===== src/rtl/piso_serializer.sv =====
// Parallel-in/serial-out shifter: accepts a WIDTH-bit word, streams it LSB first under
// shift_en back-pressure, then pulses done for one cycle before accepting the next word.
module piso_serializer #(
  parameter int unsigned WIDTH = 32
) (
  input  logic             clk,
  input  logic             rst,
  input  logic             load_valid,
  output logic             load_ready,
  input  logic [WIDTH-1:0] parallel_in,
  input  logic             shift_en,
  output logic             serial_out,
  output logic             serial_valid,
  output logic             last,
  output logic             done
);

  localparam int unsigned CntW = $clog2(WIDTH);
  localparam logic [CntW-1:0] CntLast = CntW'(WIDTH - 1);

  typedef enum logic [1:0] {
    StIdle,
    StShift,
    StDone
  } state_e;

  state_e           state_q, state_d;
  logic [WIDTH-1:0] shreg_q, shreg_d;
  logic [CntW-1:0]  cnt_q, cnt_d;

  always_ff @(posedge clk) begin
    if (rst) begin
      state_q <= StIdle;
      shreg_q <= '0;
      cnt_q   <= '0;
    end else begin
      state_q <= state_d;
      shreg_q <= shreg_d;
      cnt_q   <= cnt_d;
    end
  end

  always_comb begin
    state_d      = state_q;
    shreg_d      = shreg_q;
    cnt_d        = cnt_q;
    load_ready   = 1'b0;
    serial_out   = 1'b0;
    serial_valid = 1'b0;
    last         = 1'b0;
    done         = 1'b0;
    unique case (state_q)
      StIdle: begin
        load_ready = 1'b1;
        if (load_valid) begin
          shreg_d = parallel_in;
          cnt_d   = '0;
          state_d = StShift;
        end
      end
      StShift: begin
        serial_out   = shreg_q[0];
        serial_valid = 1'b1;
        last         = (cnt_q == CntLast);
        // Without shift_en everything holds, so the current bit stays on serial_out.
        if (shift_en) begin
          shreg_d = {1'b0, shreg_q[WIDTH-1:1]};
          cnt_d   = cnt_q + CntW'(1);
          if (cnt_q == CntLast) begin
            state_d = StDone;
          end
        end
      end
      StDone: begin
        done    = 1'b1;
        state_d = StIdle;
      end
      default: begin
        state_d = StIdle;
      end
    endcase
  end

endmodule


===== config.mk =====
export PLATFORM = sky130hd
export DESIGN_NAME = piso_serializer
export DESIGN_NICKNAME = d
export VERILOG_FILES = /design/src/rtl/piso_serializer.sv
export SDC_FILE = /design/constraint.sdc
export NUM_CORES = 1
export LEC_CHECK = 0
export BUFFER_PORTS_ARGS = -buffer_cell sky130_fd_sc_hd__buf_2
export CAP_MARGIN = 40
export CORE_MARGIN = 2
export CORE_UTILIZATION = 52
export CTS_CLUSTER_DIAMETER = 120
export CTS_CLUSTER_SIZE = 14
export DETAILED_ROUTE_END_ITERATION = 10
export HOLD_SLACK_MARGIN = 0.12
export PLACE_DENSITY = 0.78
export SYNTH_ARGS = -nofsm -noshare
export SYNTH_HDL_FRONTEND = slang
export SYNTH_SLANG_ARGS = --single-unit

===== constraint.sdc =====
create_clock -name clk -period 1.9 [get_ports clk]
set_input_delay 0.38 -clock clk [delete_from_list [all_inputs] [get_ports clk]]
set_output_delay 0.38 -clock clk [all_outputs]
set_load 0.01 [all_outputs]

# Word level (Yosys, flattened, before mapping)
# Index checks and enable logic that the tools add are counted.
# classes
add_sub_neg	1
n_eq_ne	6
mux	15
reduce_logical	4
# ops
cell	n
$mux W32	2
$pmux W32 S2	1
$mux W5	2
$pmux W5 S2	1
$mux W2	3
$ne A2 B2 Y1 const B	3
$reduce_and A3 Y1	2
$add A5 B1 Y5 const B	1
$eq A5 B5 Y1 const B	1
$mux W1	5
$pmux W2 S2	1
$eq A2 B1 Y1 const B	1
$eq A2 B2 Y1 const B	1
$logic_not A2 Y1	1
$reduce_bool A2 Y1	1
# totals
reg_bits	39
output_inout_bits	5
wordCells	29

# Longest topological paths before layout
# depth
depth_word	4
mapped_depth	6
depth_no_buf	6

# Worst setup path after synthesis
# OpenSTA, ideal clock, no wires.
# synth_timing
path_kind	register to output
from	reg state_q[1]
to	out last
arrival_time_ns	1.049
t_required_ns	1.520
path_slack_ns	0.471
stages_incl_launch_ff	4
path_cell_list	dfxtp_1 clkbuf_1 nor2b_1 and2_1
# synth_between
elab_chain_cells	2
# synth_rtl
item	line	rtl
start, declared	27	state_e state_q, state_d;
start signal, assigned	33	state_q <= StIdle;
start signal, assigned	37	state_q <= state_d;
$eq A2 B1 Y1	52	unique case (state_q)
$mux W1	52	
end, declared	14	output logic last,
# No other way between the ends.

# Worst setup path in the final report
# layout_timing
from	reg cnt_q[0]
to	out last
# layout_between
elab_chain_cells	2
# layout_rtl
item	line	rtl
start, declared	29	logic [CntW-1:0] cnt_q, cnt_d;
start signal, assigned	39	cnt_q <= cnt_d;
$eq A5 B5 Y1	64	last = (cnt_q == CntLast);
$mux W1	52	
# No other way between the ends.

==> impl_metrics.env <==
export IMPL_first_iter_violations=94
export IMPL_fin_cells=267
export IMPL_final_cell_mix="buf_2, a21oi_1, dfxtp_1"
export IMPL_clk_insertion_delay_late_ns=0.32
export IMPL_cp_required_ns=1.52
export IMPL_synth_mux_area_share_pct=0.811
export IMPL_layout_min_cycle_time_ns=1.83
export IMPL_fin_skew_ns=0.0118
export IMPL_hp_class="input pin to flop"
export IMPL_clock_sinks=39
export IMPL_min_period_over_period_pct=96.4
export IMPL_grt_first_pass_wirelength_um=6170
export IMPL_htreeDepth=2
export IMPL_setup_violations=0
export IMPL_synth_nets=221
export IMPL_syn_to_final_growth_pct=20.2
export IMPL_synth_distinct_cells=26
export IMPL_m1WireLength_um=1610
export IMPL_num_rows=20
export IMPL_numCtsBuffers=5
export IMPL_routed_via_density=5.54
export IMPL_first_pass_iters=4
export IMPL_synth_adder_area_share_pct=1.47
export IMPL_postRouteAntennaNets=0
export IMPL_setup_worst_path_start_class="flop"
export IMPL_ys_ff_latch=39
export IMPL_fp_dieH_um=61.1
export IMPL_first_global_vias=1517
export IMPL_synth_main_ff_cell="dfxtp_1"
export IMPL_relSlewSlack_pct=56.3
export IMPL_drive_gt1_share_pct=41.3
export IMPL_clk_pin_slew_ns=0.11
export IMPL_drc=0
export IMPL_cts_tree="built"
export IMPL_total_power_mw=1.64
export IMPL_final_common_cell="buf_2"
export IMPL_power_density_nw_per_um2=806
export IMPL_antenna_found_initial=0
export IMPL_max_cap_violations=0
export IMPL_grt_max_degree=39
export IMPL_die_area_um2=3740
export IMPL_diodes=0
export IMPL_async_reset_ff_share_pct=0
export IMPL_syn_avg_cell_area_um2=9.27
export IMPL_hold_viol_final=0
export IMPL_ir_drop_mv=0.591
export IMPL_place_inst=258
export IMPL_outcome="finished, final reports clean"
export IMPL_root_buffer="clkbuf_4"
export IMPL_critPathArrivalTime_ns=1.45
export IMPL_synth_compound_area_share_pct=33.1
export IMPL_syn_area_um2=1700
export IMPL_critical_path_max_fanout=4
export IMPL_synth_top_family_by_area="compound AO/OA/AOI/OAI gates"
export IMPL_grt_ovfl_total=0
export IMPL_initial_core_util_pct=55.1
export IMPL_clockBufferDepth=2
export IMPL_synth_xor_area_share_pct=0.516
export IMPL_wl_met3_um=143
export IMPL_postSynthCellCount=183
export IMPL_ys_warn_count=0
export IMPL_clock_fmax_mhz=546
export IMPL_maxUsedRoutingLayer="met4"
export IMPL_synthSimpleGateAreaFrac_pct=7.37
export IMPL_die_x_um=61.1
export IMPL_synth_edf_count=0
export IMPL_wl_per_cell_um=13.9
export IMPL_io_pins=41
export IMPL_met2_length_um=1910
export IMPL_path_class="flop to output port"
export IMPL_routabilityCongestion=0.775
export IMPL_worst_slew_pin_transition_ns=0.655
export IMPL_num_vias=1480
export IMPL_wirelength_um=3710
export IMPL_end_kind="output port"
export IMPL_yosysSeqAreaShare_pct=46.0
export IMPL_report_final_slew_viol_count=0
export IMPL_grt_use_total_pct=21.7
export IMPL_core_area_um2=3080
export IMPL_num_nets_final=260
export IMPL_dpl_hpwl_um=2500
export IMPL_io_buffers=40
export IMPL_p_leak_nw=0.960
==> through the flow <==
stage	cell area (um2)	setup TNS (ns)	hold slack [ns]	util (%)	setup slack (ns)
after floorplan	1700	0	0.445	-	0.471
after global placement	1930	0	0.459	62.8	0.0443
after detailed placement	1950	0	0.478	63.3	0.333
after CTS	2020	0	0.278	65.7	0.00280
after global routing	2040	-0.0136	0.284	66.3	-0.0136
final	2040	0	0.288	66.3	0.0678
==> layer usage <==
metal  GRT usage (%)  vias up
met5               0        -
li1                -      736
met4            7.14        0
met1            23.9      700
met2            40.0       38
met3            5.88        6
==> synth_stat cells, types with 2 or more instances <==
cell type	n	area share [%]
clkbuf_1	10	2.2
o221a_1	3	2.0
o221a_2	28	19
o21ai_0	4	1.2
nand2_1	2	0.44
buf_2	4	1.2
dfxtp_1	39	46
and2_1	2	0.74
nor2_1	4	0.88
inv_1	31	6.9
a21oi_1	37	11
nand3_1	3	0.88
nor2b_1	2	0.74
ha_1	2	1.5
==> worst paths after layout <==
check,startpoint,endpoint,slack (ns),depth (start not counted)
max reg2reg,state_q[1]$_SDFFE_PP0P_,shreg_q[29]$_SDFFE_PP0P_,0.43,5
min,parallel_in[31],shreg_q[31]$_SDFFE_PP0P_,0.29,3
max,cnt_q[0]$_SDFFE_PP0P_,last,0.07,5
min reg2reg,cnt_q[1]$_SDFFE_PP0P_,cnt_q[1]$_SDFFE_PP0P_,0.50,2
==> report_power, final <==
part           total [mW]  switching, mW  internal, mW
registers           0.932         0.0442         0.888
clock network       0.459          0.241         0.218
logic               0.253          0.123         0.130
total                1.64          0.408          1.24
==> final cells by class <==
type,count,area [um2]
Inverter,31,116
Timing Repair Buffer,47,260
Multi-Input combinational cell,98,756
Clock buffer,8,68.8
Fill cell,280,1040
Sequential cell,39,783
Tap cell,44,55.1
==> logic make-up after synthesis <==
group                      count (synthesis)
xor gates and xnor gates                   1
and+or+nand+nor                           21
adders and majority gates                  2
AOI/OAI and AO/OA                         73
buffers and inverters                     46
muxes                                      1
DFF                                       39
==> state kept, by name (all words and copies together) (netlist names) <==
| signal | flops |
|---|---|
| shreg_q | 32 |
| cnt_q | 5 |
| state_q | 2 |
==> timing repair <==
action,CTS,global route
hold buffers,0,0
setup buffers,0,1
gates resized for setup,3,3
pin swaps,0,0
endpoints found under the setup margin,2,1
==> worst max-delay path, stage by stage, from the launching register on <==
cell and delay [ns]:
dfxtp_2 0.35, ha_2 0.19, and3_4 0.18, ha_2 0.17, and2_1 0.12, buf_2 0.13
(Power assumes the default switching activity.)
